===== config.mk =====
export PLATFORM = sky130hd
export DESIGN_NAME = instruction_fetch
export DESIGN_NICKNAME = d
export VERILOG_FILES = /design/src/rtl/instruction_fetch.sv
export SDC_FILE = /design/constraint.sdc
export NUM_CORES = 1
export LEC_CHECK = 0
export ABC_AREA = 1
export CAP_MARGIN = 20
export CORE_MARGIN = 2
export CORE_UTILIZATION = 45
export DETAILED_ROUTE_END_ITERATION = 12
export GPL_TIMING_DRIVEN = 0
export PLACE_DENSITY = 0.72
export SYNTH_ARGS = -nofsm -noshare
export SYNTH_HDL_FRONTEND = slang
export SYNTH_SLANG_ARGS = --single-unit

===== constraint.sdc =====
create_clock -name Clk -period 3.97 [get_ports Clk]
set_input_delay 0.397 -clock Clk [delete_from_list [all_inputs] [get_ports Clk]]
set_output_delay 0.397 -clock Clk [all_outputs]
set_load 0.02 [all_outputs]

===== src/rtl/instruction_fetch.sv =====
// Instruction fetch: word PC, single-outstanding imem requests, DEPTH-entry {pc, word} FIFO to decode.
// Two cycles min from request to decode; Stall holds the head and fetch pauses when the FIFO has no room.
module instruction_fetch #(
  parameter int         ADDR_W  = 8,
  parameter int         DEPTH   = 4,
  parameter logic [7:0] HALT_OP = 8'hFF
) (
  input  logic              Clk,
  input  logic              Reset,
  input  logic              Stall,
  input  logic              Redirect,
  input  logic [ADDR_W-1:0] RedirectPC,
  output logic              ImemReq,
  output logic [ADDR_W-1:0] ImemAddr,
  input  logic              ImemValid,
  input  logic [31:0]       ImemData,
  output logic [31:0]       Instruction,
  output logic [ADDR_W-1:0] InstrPC,
  output logic              InstrValid,
  output logic              Halted
);
  localparam int PTR_W = $clog2(DEPTH);
  localparam int CNT_W = PTR_W + 1;
  localparam logic [CNT_W-1:0] FULL = CNT_W'(DEPTH);

  typedef enum logic [1:0] {IDLE, WAIT, DROP, HALT} fetchState_t;

  typedef struct packed {
    logic [ADDR_W-1:0] pc;
    logic [31:0]       word;
  } fifoEntry_t;

  fetchState_t       state, stateNext;
  logic [ADDR_W-1:0] pc;
  logic [CNT_W-1:0]  count, countNext;
  logic [PTR_W-1:0]  rdPtr, wrPtr;
  fifoEntry_t        fifoMem [DEPTH];
  logic              push, pop, issue, hasSpace;

  // ImemAddr holds the outstanding request's PC until the next issue, so it tags the response.
  always_comb begin
    pop       = (count != '0) && !Stall && !Redirect;
    push      = ImemValid && (state == WAIT) && !Redirect;
    countNext = count + CNT_W'(push) - CNT_W'(pop);
    hasSpace  = countNext < FULL;
    issue     = 1'b0;
    stateNext = state;
    if (Redirect) begin
      case (state)
        WAIT:    stateNext = ImemValid ? IDLE : DROP;
        DROP:    stateNext = ImemValid ? IDLE : DROP;
        default: stateNext = IDLE;
      endcase
    end else begin
      case (state)
        IDLE: begin
          if (hasSpace) begin
            issue     = 1'b1;
            stateNext = WAIT;
          end
        end
        WAIT: begin
          if (ImemValid) begin
            if (ImemData[31:24] == HALT_OP) stateNext = HALT;
            else if (hasSpace)              issue     = 1'b1;
            else                            stateNext = IDLE;
          end
        end
        DROP: begin
          if (ImemValid) stateNext = IDLE;
        end
        HALT:    stateNext = HALT;
        default: stateNext = IDLE;
      endcase
    end
  end

  always_ff @(posedge Clk or negedge Reset) begin
    if (!Reset) begin
      state    <= IDLE;
      pc       <= '0;
      count    <= '0;
      rdPtr    <= '0;
      wrPtr    <= '0;
      ImemReq  <= 1'b0;
      ImemAddr <= '0;
    end else begin
      state   <= stateNext;
      ImemReq <= issue;
      if (issue) ImemAddr <= pc;
      if (Redirect)   pc <= RedirectPC;
      else if (issue) pc <= pc + ADDR_W'(1);
      if (Redirect) begin
        count <= '0;
        rdPtr <= '0;
        wrPtr <= '0;
      end else begin
        count <= countNext;
        if (push) wrPtr <= wrPtr + PTR_W'(1);
        if (pop)  rdPtr <= rdPtr + PTR_W'(1);
      end
    end
  end

  always_ff @(posedge Clk) begin
    if (push) fifoMem[wrPtr] <= {ImemAddr, ImemData};
  end

  assign InstrValid  = (count != '0);
  assign Instruction = InstrValid ? fifoMem[rdPtr].word : 32'h0;
  assign InstrPC     = InstrValid ? fifoMem[rdPtr].pc : '0;
  assign Halted      = (state == HALT);
endmodule


; After elaboration in Yosys (flattened, before gate mapping)
; Memories as Yosys holds them, arrays and structs flattened.
; Cells that the tools add are included.
; W data, S select, Z words.
[classes]
addsub = 5
n_lt_le_gt_ge = 1
reduce_logical = 13
muxes = 25
n_eq_ne = 8
[op_table]
columns = operator, count
row1 = $mux W32, 1
row2 = $mux W2, 12
row3 = $mux W8, 3
row4 = $ne A3 B3 Y1 const B, 3
row5 = $add A8 B1 Y8 const B, 1
row6 = $eq A8 B8 Y1 const B, 1
row7 = $pmux W2 S4, 1
row8 = $mux W1, 6
row9 = $reduce_bool A2 Y1, 3
row10 = $add A2 B1 Y2 const B, 2
row11 = $eq A2 B2 Y1 const B, 2
row12 = $logic_and A1 B1 Y1, 4
row13 = $ne A4 B3 Y1 const B, 1
row14 = $reduce_and A4 Y1, 1
row15 = $add A3 B1 Y3, 1
row16 = $lt A3 B3 Y1 const B, 1
row17 = $mux W3, 1
row18 = $reduce_bool A3 Y1, 1
row19 = $sub A3 B1 Y3, 1
row20 = $eq A2 B1 Y1 const B, 1
row21 = $logic_not A1 Y1, 2
row22 = $logic_not A2 Y1, 1
row23 = $pmux W1 S2, 1
row24 = $reduce_or A2 Y1, 1
[totals]
word_cells = 60
mem_count = 1
regBits = 26
mem_bits_rw = 160
input_bits = 45
out_inout_bits = 51
[memory_table]
columns = memory, depth, width, rd, rd_clocked_by_memory_dff, wr, line_no
row1 = fifoMem, 4, 40, 1, 0, 1, 37  ; fifoEntry_t fifoMem [DEPTH];

; Longest topological paths before layout
; Gate-level depths: netlist of the first run.
[logic_depth]
ltp_word = 13
depth_mapped = 20
ltp_nobuf = 20

; Least setup slack after synthesis of the first run
; OpenSTA, ideal clock, no wires.
[synth_timing]
kind = register to register
from = register state[1]
to = memory fifoMem[0][0] (netlist bit), enable pin
setup_ps = 437
setup_slack_ps = 887
arrival_ps = 2646
stages_incl_launch_ff = 7
n_path_buf = 0
t_required_ps = 3533
period_less_slack_ps = 3083
cell_sequence = dfrtp_1 -> inv_1 -> ha_1 -> nand2_1 -> inv_1 -> nand2_1 -> nor2_1
[synth_via]
elab_chain_cells = 5
[synth_lines]
columns = item, line_no
row1 = from (decl), 33  ; fetchState_t state, stateNext;
row2 = from (signal assigned), 88  ; state <= stateNext;
row3 = $eq A2 B1 Y1, 43  ; push = ImemValid && (state == WAIT) && !Redirect;
row4 = $logic_and A1 B1 Y1 (2 in series), 43
row5 = $mux W1, 106  ; if (push) fifoMem[wrPtr] <= {ImemAddr, ImemData};
row6 = $mux W1 (not written as such), 106
row7 = to (decl), 37
; No other way between the ends.

; Worst setup path in the final report of the first run
[layout_timing]
from = register state[1]
to = register ImemAddr[4]
[layout_via]
elab_chain_cells = 11
word_cells_on_any_way = 12
cone_classes = add/sub (2) / order compare (1) / eq/ne (1) / mux (5) / reduce/logical (3)
[layout_lines]
columns = item, line_no
row1 = $eq A2 B1 Y1, "43, 55"
row2 = $logic_and A1 B1 Y1 (2 in series), 43
row3 = $add A3 B1 Y3, 44  ; countNext = count + CNT_W'(push) - CNT_W'(pop);
row4 = $sub A3 B1 Y3, 44
row5 = $lt A3 B3 Y1, 45  ; hasSpace = countNext < FULL;
row6 = $mux W1, "57, 65"
row7 = $mux W1, 64  ; if (ImemData[31:24] == HALT_OP) stateNext = HALT;
row8 = $mux W1, 63  ; if (ImemValid) begin
row9 = $pmux W1 S2 *, 55  ; case (state)
row10 = $mux W1 *, 48  ; if (Redirect) begin
row11 = to (signal assigned), 90  ; if (issue) ImemAddr <= pc;
row12 = to (decl), 14  ; output logic [ADDR_W-1:0] ImemAddr,
; Mark *: on every way between the ends. The rest lies on a longest branch, timed or not.
; A chain may end at the register's enable or synchronous reset.

==> results.md, run 1 <==
- Fin crit share: 78.75%
- Area of the multi-input gates: 2072 um^2
- # diodes: 0
- Total global-route track usage: 18.87%
- DRT Pass-1 Iters: 6
- Layout cell share with drive strength beyond 1: 9.214%
- Most common cell after layout, fill and taps aside: nor2_1
- DR iter-0 viols: 346
- Die area: 18370 um^2
- PortBufs: 95
- Sequential Power Share: 38.1%
- CP Data Required Time: 4280 ps
- Initial antenna violation count: 0
- Fin. Hold Viols: 0
- RSZ-0062 raised after global routing: no
- Switch share: 35.42%
- #FFs+latches synth: 186
- TritonCTS buffer count: 17
- Wirelength per Cell: 16.20 um
- Max-slew violation count: 0
- Crit Path Max Fanout: 10
- DIE WIDTH: 135.5 um
- Syn_nets: 740
- Filler instances: 1419
- Crit. End Element: register
- Longest Clk Path Bufs: 2
- PwrDens: 668.9 nW/um^2
- CTS H-tree depth: 4
- Number of max-cap violations: 0
- # resized after CTS: 0
- FF+latch area: 5455 um^2
- Arr. time, crit path: 3440 ps
- Row count: 48
- Worst-Margin Slew: 729.9 ps
- Largest net degree at the start of global routing: 31
- Area delta synth->final: 24.84%
- Cts hold-fix bufs: 0
- Io pins: 96
- Final wirelength: 16830 um
- Skew final: 8.533 ps
- Combinational power share: 37.1%
- Final instance area: 9721 um^2
- Clock transition at path regs: 70 ps
- Nets@finish: 859
- Final setup viols: 0
- Setup TNS: 0 ps
- Startpoint types: register
- HP Class: in -> async
- Sw Pwr: 0.002303 W
- Worst vdd ir: 0.3613 mV
- Core area: 17120 um^2
- CTS tree: yes
- Achievable Freq: 319.9 MHz
- Root buffer cell: clkbuf_16
- CTS sink cnt: 186
- Placed Instance Area: 9156 um^2
- Number of global-route vias before repair: 5035
- Critical path class: reg -> reg
- Die Y-Extent: 135.5 um
- Starting density of the core: 45.49%
- Syn Inst Count: 682
- Dpl hpwl: 10730 um
- Clock network power share: 24.7%
- Most frequent cells in the layout: nor2_1 (169), edfxtp_1 (160), clkdlybuf4s50_1 (95), o21ai_0 (78), nand2_1 (66)
- GR Overflow Total: 0
- Gpl congestion: 0.8497
- Avg Cell Area, Syn: 11.42 um^2
- Status: complete, no violations
- Fin crit period: 3126 ps
- DRT antenna net count: 0
- Clock Latency Late Sink: 420 ps
- Ys Warns: 0
- Synth cell types: 28
- Vias: 5280
- DRC viols: 0
- Internal Dissipation: 0.004199 W
- Seq/Total Area, Yosys: 70.06%
- Leakage: 3.548 nW
- First-pass GRT wire length: 25810 um
- Relative slew slack: 51.19%
- Syn Std Cell Area: 7786 um^2
- DR vias/cell: 5.082
- Setup bufs post-CTS: 0
-- final timing paths --
path / start / to / slack (ps) / cells past startpoint
max in group asynchronous: Reset / rdPtr[0] / 3040 / 2
worst min-delay path: Reset / pc[2] / 400 / 1
worst max-delay path: state[1] / ImemAddr[4] / 840 / 19
worst min register to register: wrPtr[1] / wrPtr[1] / 540 / 2
worst max register to register: state[1] / ImemAddr[4] / 840 / 19
min in group Clk: wrPtr[1] / wrPtr[1] / 540 / 2
-- cells in the mapped netlist --
library cell / n / share of area [%]
nand3b_1: 1 / 0.096
clkbuf_2: 7 / 0.45
fa_1: 1 / 0.26
ha_1: 12 / 1.9
o211ai_1: 1 / 0.096
nor2_1: 173 / 8.3
nand4_1: 2 / 0.16
buf_2: 14 / 0.90
nand2_4: 2 / 0.29
nand3b_2: 1 / 0.14
inv_1: 28 / 1.3
nand2_2: 6 / 0.48
a21oi_1: 44 / 2.8
o21ai_2: 4 / 0.45
nand3_1: 18 / 1.2
clkbuf_1: 13 / 0.63
edfxtp_1: 160 / 62
nor3_2: 1 / 0.13
nand3_4: 1 / 0.23
o21ai_0: 78 / 5.0
xor2_1: 3 / 0.34
dfrtp_1: 26 / 8.4
o21ai_1: 13 / 0.84
nand2_1: 66 / 3.2
xnor2_1: 1 / 0.11
clkinv_1: 2 / 0.096
buf_6: 2 / 0.29
nor2_2: 2 / 0.16
-- power groups by stage --
| stage | registers (W) | logic [W] | clock network [W] |
|---|---|---|---|
| 6_report | 0.00248 | 0.00241 | 0.00161 |
| 3_5_place_dp | 0.00252 | 0.00242 | 0 |
| 3_3_place_gp | 0.00252 | 0.00237 | 0 |
| 5_1_grt | 0.00250 | 0.00265 | 0.00170 |
| 4_1_cts | 0.00248 | 0.00243 | 0.00163 |
| 2_1_floorplan | 0.00253 | 0.00140 | 0 |
-- sequential cells by signal, indices dropped and copies added, names as in the netlist --
signal / cells
pc: 8
wrPtr: 2
ImemReq: 1
ImemAddr: 8
fifoMem: 160
count: 3
rdPtr: 2
state: 2
-- final cells by class --
class,count,share of cell area (%)
plain buffers,36,1.815
clock buffers,21,4.531
clock inverters,11,1.274
inverters,30,1.158
multi-input cells,430,21.32
flip-flops and latches,186,56.12
well taps,225,2.896
repair buffers,100,10.89
-- logic make-up (layout without fill, tap and decap cells) --
logic type	count (synthesis)	count (layout)	share of synthesized area (%)
AND/OR/NAND/NOR	273	273	14.37
XOR/XNOR	4	4	0.4500
adder cells (fa/ha/maj)	13	13	2.185
buffers and inverters	66	198	3.712
AO/OA/AOI/OAI	140	140	9.224
flip-flops	186	186	70.06
-- per-stage QoR --
stage                     setup slack, ps  utilization (%)  cells  total power, W  hold WS [ps]
after floorplan                     887.0                -    682        0.003926         101.4
after global placement             -756.0            52.69   1002        0.004888         518.4
after detailed placement            442.0            53.49   1007        0.004939         525.0
after CTS                           806.9            56.79   1039        0.006543         405.6
after global routing                516.5            56.79   1039        0.006853         453.4
final                               843.7            56.79   1039        0.006502         404.7
-- critical path, cell delays in order, from the launching register on --
cell,delay (ps)
dfrtp_1,410
inv_1,110
ha_1,220
nand2_1,70
inv_1,110
nand2_1,280
ha_1,380
inv_1,50
ha_1,130
inv_1,40
fa_1,390
inv_1,70
nand2_1,70
nand2_1,70
nand2_1,90
nand2_4,120
nand3_4,110
buf_6,160
nand2_1,50
o21ai_1,70
-- metal layers --
| metal | share of wire [%] | GRT usage (%) | up-vias |
|---|---|---|---|
| li1 | - | - | 2586 |
| met1 | 43 | 23.94 | 2489 |
| met2 | 50 | 31.93 | 173 |
| met3 | 5.3 | 3.591 | 32 |
| met4 | 2.2 | 7.870 | 0 |
| met5 | 0 | 0 | - |
(Power assumes the default switching activity.)
==> inputs of run 2 (changes only) <==
- clock period: 3.97 -> 3.15 ns (I/O delays scaled with it)
==> run 2 against run 1 <==
  * Setup slack worse by 570 ps
  * Count of clock-buffer cells in the layout did not move
  * Sequential power increased by 26%
  * Worst hold slack worse by 83 ps
  * Clock skew decreased by 0.67 ps
  * Critical path type is now reg -> out
  * Largest power group unchanged
  * Highest routed layer unchanged
  * Via count is 0.21% higher
==> results.md, run 2 (synthesized netlist as in run 1, its figures left out) <==
- CTS tree: yes
- Die area: 18370 um^2 (unchanged)
- CP cell instances: buf_2 > inv_1 > clkbuf_2 > o21ai_0 > a21oi_1 > clkdlybuf4s50_1
- Total global-route track usage: 18.87% (unchanged)
- Switch share: 35.50% (+0.076 points)
- Number of global-route vias before repair: 5035 (unchanged)
- Buffers and inverters on the worst path: 4 (-2)
- Gpl congestion: 0.8497 (unchanged)
- DR vias/cell: 5.088 (+0.11%)
- Achievable Freq: 347.7 MHz
- Final core utilization: 56.93% (+0.14 points)
- Sequential Power Share: 38.0% (about the same)
- GR Overflow Total: 0 (unchanged)
- Setup TNS: 0 ps (unchanged)
- TritonCTS buffer count: 17 (unchanged)
- DRT Pass-1 Iters: 6 (unchanged)
- Startpoint types: register
- CTS sink cnt: 186 (unchanged)
- Max reg flops: 160 (unchanged)
- Relative slew slack: 51.51% (+0.33 points)
- Worst vdd ir: 0.4565 mV (+26%)
- # diodes: 0 (unchanged)
- Die Y-Extent: 135.5 um (unchanged)
- Longest Clk Path Bufs: 2 (unchanged)
- Initial antenna violation count: 0 (unchanged)
- Dpl hpwl: 10730 um (unchanged)
- Status: complete, no violations
- Fin. Hold Viols: 0 (unchanged)
- Final wirelength: 16950 um (+0.70%)
- Fin crit period: 2876 ps
- Max-slew violation count: 0 (unchanged)
- PortBufs: 95 (unchanged)
- Kind of cell adding the most delay to the critical path: buffers and inverters
- Crit Path Max Fanout: 10 (unchanged)
- DIE WIDTH: 135.5 um (unchanged)
- Core area: 17120 um^2 (unchanged)
- Vias: 5291 (+0.21%)
- Fin crit share: 91.31%
- HP Class: in -> async
- Root buffer cell: clkbuf_16
- Critical path class: reg -> out
- Layout cell share with drive strength beyond 1: 9.693% (+0.48 points)
- Final setup viols: 0 (unchanged)
- Worst-Margin Slew: 725.0 ps (-4.876 ps)
- Io pins: 96 (unchanged)
- Internal Dissipation: 0.005312 W (+27%)
- First-pass GRT wire length: 25810 um (unchanged)
- CTS H-tree depth: 4 (unchanged)
- DRC viols: 0 (unchanged)
- Leakage: 3.560 nW (+0.33%)
- Clock Latency Late Sink: 420 ps (about the same)
- Crit-path max cell delay: 670 ps (+260 ps)
- Arr. time, crit path: 2560 ps (-880 ps)
- Wirelength per Cell: 16.30 um (+0.60%)
- DR iter-0 viols: 390 (+13%)
- Cts hold-fix bufs: 0 (unchanged)
- CP max stage cell: clkdlybuf4s50_1
- Area delta synth->final: 25.15%
- Clock network power share: 24.6% (about the same)
- Most frequent cells in the layout: nor2_1 (169), edfxtp_1 (160), clkdlybuf4s50_1 (95), o21ai_0 (78), nand2_1 (65)
- Clock transition at path regs: 60 ps (about the same)
- Non-filler cells in the finished layout: 1040 (+0.096%)
- Design Power: 0.008236 W (+27%)
- DRT antenna net count: 0 (unchanged)
- Nets@finish: 860 (+0.12%)
- Most common cell after layout, fill and taps aside: nor2_1
- PwrDens: 845.2 nW/um^2 (+26%)
- Largest net degree at the start of global routing: 31 (unchanged)
- Crit. End Element: primary output
- Starting density of the core: 45.49% (unchanged)
- Sw Pwr: 0.002924 W (+27%)
- Top reg by flops: fifoMem
- CP Data Required Time: 2830 ps (-1450 ps)
- Skew final: 7.866 ps (-0.6675 ps)
- Number of max-cap violations: 0 (unchanged)
- Placed cell count: 1007 (unchanged)
- Row count: 48 (unchanged)
- Combinational power share: 37.4% (+0.3 points)
- Largest regs: fifoMem (160), ImemAddr (8), pc (8)
[run 2: cell count changes in the layout (fill, tap and decap cells not counted), sizes merged]
cell and change:
buf +1
[run 2: layout make-up]
cell class | instances | area, um^2
Buffer | 36 | 176.4
Clock buffer | 21 | 440.4
Sequential cell | 186 | 5455
Tap cell | 225 | 281.5
Multi-Input combinational cell | 430 | 2088
Timing Repair Buffer | 101 | 1066
Fill cell | 1416 | 7372
Inverter | 30 | 112.6
Clock inverter | 11 | 123.9
[run 2: final timing paths]
| kind | slack, ps | to | start | cells after the start |
|---|---|---|---|---|
| min in group Clk | 500 | pc[5] | RedirectPC[5] | 3 |
| hold / removal | 320 | pc[2] | Reset | 1 |
| setup / recovery | 270 | Instruction[30] | rdPtr[0] | 6 |
| setup reg to reg | 280 | ImemAddr[4] | state[1] | 19 |
| max in group asynchronous | 2310 | rdPtr[0] | Reset | 2 |
| hold reg to reg | 540 | wrPtr[1] | wrPtr[1] | 2 |
[run 2: power by group through the flow]
stage	Clock (W)	Combinational [W]	Sequential, W
after floorplan	0	0.00176	0.00318
after CTS	0.00206	0.00307	0.00313
final	0.00202	0.00308	0.00313
after global routing	0.00214	0.00337	0.00316
after detailed placement	0	0.00305	0.00318
after global placement	0	0.00298	0.00318
[run 2: worst reg2reg max path, cell delays in order, from the launching register on]
cell and delay [ps]:
dfrtp_1 410, inv_1 120, ha_2 220, nand2_1 70, inv_2 90, nand2_4 110
ha_1 300, inv_1 60, ha_1 130, inv_1 40, fa_1 390, inv_1 70
nand2_1 70, nand2_1 80, nand2_1 90, nand2_4 130, nand3_4 110, buf_6 160
nand2_1 50, o21ai_1 70
[run 2: metal layers]
layer	vias to the layer above	wire length (um)	track usage, %
met5	-	0	0
met4	0	363	7.870
met3	31	860	3.591
met2	161	8464	31.93
met1	2510	7263	23.94
li1	2589	-	-
[run 2: stage by stage]
stage	cell area (um^2)	hold WS (ps)	worst slack, ps
finish	9744	321.6	273.8
global route	9744	371.4	-1.293
CTS	9723	323.6	105.9
detailed placement	9156	525.0	-296.0
global placement	9019	518.4	-1494
floorplan	7786	19.41	66.98
[run 2: timing repair]
action / CTS / global route
pin swaps: 0 / 1
setup buffers: 0 / 1
cloned: 0 / 0
endpoints found under the setup margin: 1 / 19
resized for setup: 1 / 4
==> inputs of run 3 (changes only) <==
- REMOVE_ABC_BUFFERS: unset -> 1
==> run 3 against run 2 <==
  * Count of clock-buffer cells in the layout fell by 3
  * Die area stayed put
  * Critical path depth stayed put
  * Fmax shrank 2.9%
  * Routed wire length is 1.7% lower
  * Critical path type unchanged
  * Largest power group unchanged
==> results.md, run 3 (synthesized netlist as in run 1, its figures left out) <==
- PortBufs: 95 (unchanged)
- Startpoint types: register
- Vias: 5229 (-1.2%)
- Clock transition at path regs: 70 ps (about the same)
- Cts hold-fix bufs: 0 (unchanged)
- Die Y-Extent: 135.5 um (unchanged)
- Number of global-route vias before repair: 5006 (-0.58%)
- Area of the multi-input gates: 2103 um^2 (+0.72%)
- FF+latch area: 5464 um^2 (+0.16%)
- Worst vdd ir: 0.5268 mV (+15%)
- Longest Clk Path Bufs: 2 (unchanged)
- Clock Latency Late Sink: 430 ps (about the same)
- PwrDens: 857.7 nW/um^2 (+1.5%)
- Die area: 18370 um^2 (unchanged)
- Root buffer cell: clkbuf_16
- Wirelength per Cell: 16.45 um (+0.93%)
- DR vias/cell: 5.162 (+1.5%)
- Max-slew violation count: 0 (unchanged)
- Critical path class: reg -> out
- Relative slew slack: 39.85% (-12 points)
- Crit-path max cell delay: 640 ps (-30 ps)
- CP max stage cell: clkdlybuf4s50_1
- CP cell instances: buf_12 > buf_16 > inv_8 > o21ai_0 > a21oi_1 > clkdlybuf4s50_1
- DRT antenna net count: 0 (unchanged)
- Most common cell after layout, fill and taps aside: nor2_1
- Number of max-cap violations: 0 (unchanged)
- Worst reg-to-reg setup slack: 280 ps (about the same)
- Sw Pwr: 0.002965 W (+1.4%)
- Switch share: 35.07% (-0.43 points)
- CP Data Required Time: 2830 ps (about the same)
- Leakage: 3.779 nW (+6.1%)
- DR iter-0 viols: 426 (+9.2%)
- FF-to-FF path depth: 19 (unchanged)
- First-pass GRT wire length: 25650 um (-0.62%)
- Final setup viols: 0 (unchanged)
- Final instance area: 9858 um^2 (+1.2%)
- Launching point of the worst reg2reg path: count[1]
- Core area: 17120 um^2 (unchanged)
- Design Power: 0.008455 W (+2.7%)
- DIE WIDTH: 135.5 um (unchanged)
- Filler instances: 1392 (-1.7%)
- Dpl hpwl: 9857 um (-8.1%)
- CTS H-tree depth: 4 (unchanged)
- HP Class: in -> async
- Clock network power share: 26.5% (+1.9 points)
- Internal Dissipation: 0.005490 W (+3.3%)
- Most frequent cells in the layout: nor2_1 (169), edfxtp_1 (160), o21ai_0 (78), clkdlybuf4s50_1 (71), nand2_1 (65)
- Fin crit share: 94.04% (+2.7 points)
- Total global-route track usage: 18.67% (-0.21 points)
- GR Overflow Total: 0 (unchanged)
- # diodes: 0 (unchanged)
- DRT Pass-1 Iters: 5 (-1)
- Fin crit period: 2962 ps (+86.24 ps)
- Sequential Power Share: 37.7% (-0.3 points)
- Final core utilization: 57.60% (+0.67 points)
- Placed Instance Area: 9117 um^2 (-0.42%)
- Initial antenna violation count: 0 (unchanged)
- Top reg by flops: fifoMem
- Skew final: 5.007 ps (-2.859 ps)
- CTS sink cnt: 186 (unchanged)
- Achievable Freq: 337.6 MHz (-2.9%)
- Final wirelength: 16670 um (-1.7%)
- Layout cell share with drive strength beyond 1: 9.772% (+0.078 points)
- RSZ-0062 raised after global routing: no
- Worst-Margin Slew: 900.2 ps (+175.2 ps)
- Worst r2r dst: pc[6]
- Arr. time, crit path: 2650 ps (+90 ps)
- Crit. End Element: primary output
- Io pins: 96 (unchanged)
- Gpl congestion: 0.8373 (-1.5%)
- TritonCTS buffer count: 17 (unchanged)
- Combinational power share: 35.8% (-1.6 points)
- Status: complete, no violations
- Non-filler cells in the finished layout: 1013 (-2.6%)
- Starting density of the core: 45.49% (unchanged)
- Max reg flops: 160 (unchanged)
- Area delta synth->final: 26.61%
- Crit Path Max Fanout: 35 (+25)
- DRC viols: 0 (unchanged)
- Largest net degree at the start of global routing: 48 (+55%)
- CTS tree: yes
- Fin. Hold Viols: 0 (unchanged)
- Placed cell count: 977 (-3.0%)
- Largest regs: fifoMem (160), ImemAddr (8), pc (8)
- Final hold slack: 285.8 ps (-35.81 ps)
- Nets@finish: 833 (-3.1%)
- Row count: 48 (unchanged)
run 3: cell count changes in the layout (fill, tap and decap cells not counted), moves of 3 or more:
cell	change
dlygate4sd2_1	+13
buf_16	+5
clkinv_1	-3
dlymetal6s2s_1	+10
clkbuf_2	-7
clkdlybuf4s50_1	-24
buf_8	+3
dfrtp_1	-3
buf_2	-14
clkbuf_1	-16
run 3: per-stage QoR:
step	TNS, ps	setup WS [ps]
floorplan	-22720	-547.8
global placement	-513460	-2882
detailed placement	-50050	-1316
CTS	0	9.658
global route	0	9.942
finish	0	187.6
run 3: layer usage:
layer | up-vias | routed length [um] | global-route usage [%] | part of all wire, %
met5 | - | 0 | 0 | 0
met4 | 0 | 154 | 5.266 | 0.92
met3 | 13 | 964 | 4.265 | 5.8
met2 | 167 | 8527 | 32.15 | 51
met1 | 2512 | 7019 | 23.78 | 42
li1 | 2537 | - | - | -
run 3: timing repair:
action	in CTS	in global routing
gates resized for setup	25	18
setup endpoints to repair	61	33
pin swaps	1	1
gates cloned	0	1
setup buffers	1	2
run 3: critical path: cells and delay by family, from the launching register on:
family | cells | cell delay [ps]
AO/OA/AOI/OAI | 2 | 380
buffers and inverters | 4 | 1220
flip-flops | 1 | 590
run 3: worst max path at each step:
stage	endpoint	from	slack, ps
after global routing	pc[1]	state[1]	10
after global placement	InstrPC[6]	rdPtr[0]	-2880
after CTS	Instruction[26]	rdPtr[0]	10
after detailed placement	pc[6]	Redirect	-1320
final	Instruction[11]	rdPtr[0]	190
after floorplan	pc[6]	count[1]	-550
run 3: power by group through the flow:
| stage | Combinational (W) | Sequential (W) | Clock [W] |
|---|---|---|---|
| final | 0.00303 | 0.00319 | 0.00224 |
| after global routing | 0.00331 | 0.00322 | 0.00238 |
| after detailed placement | 0.00301 | 0.00324 | 0 |
| after global placement | 0.00257 | 0.00331 | 0 |
| after floorplan | 0.00154 | 0.00328 | 0 |
| after CTS | 0.00298 | 0.00319 | 0.00226 |
run 3: cell type report:
cell class / count / share of cell area, %
clock inverter: 14 / 2.005
tap: 225 / 2.856
clock buffer: 18 / 4.353
inverter: 30 / 1.383
multi-input combinational: 431 / 21.34
timing repair buffer: 109 / 12.64
sequential: 186 / 55.43
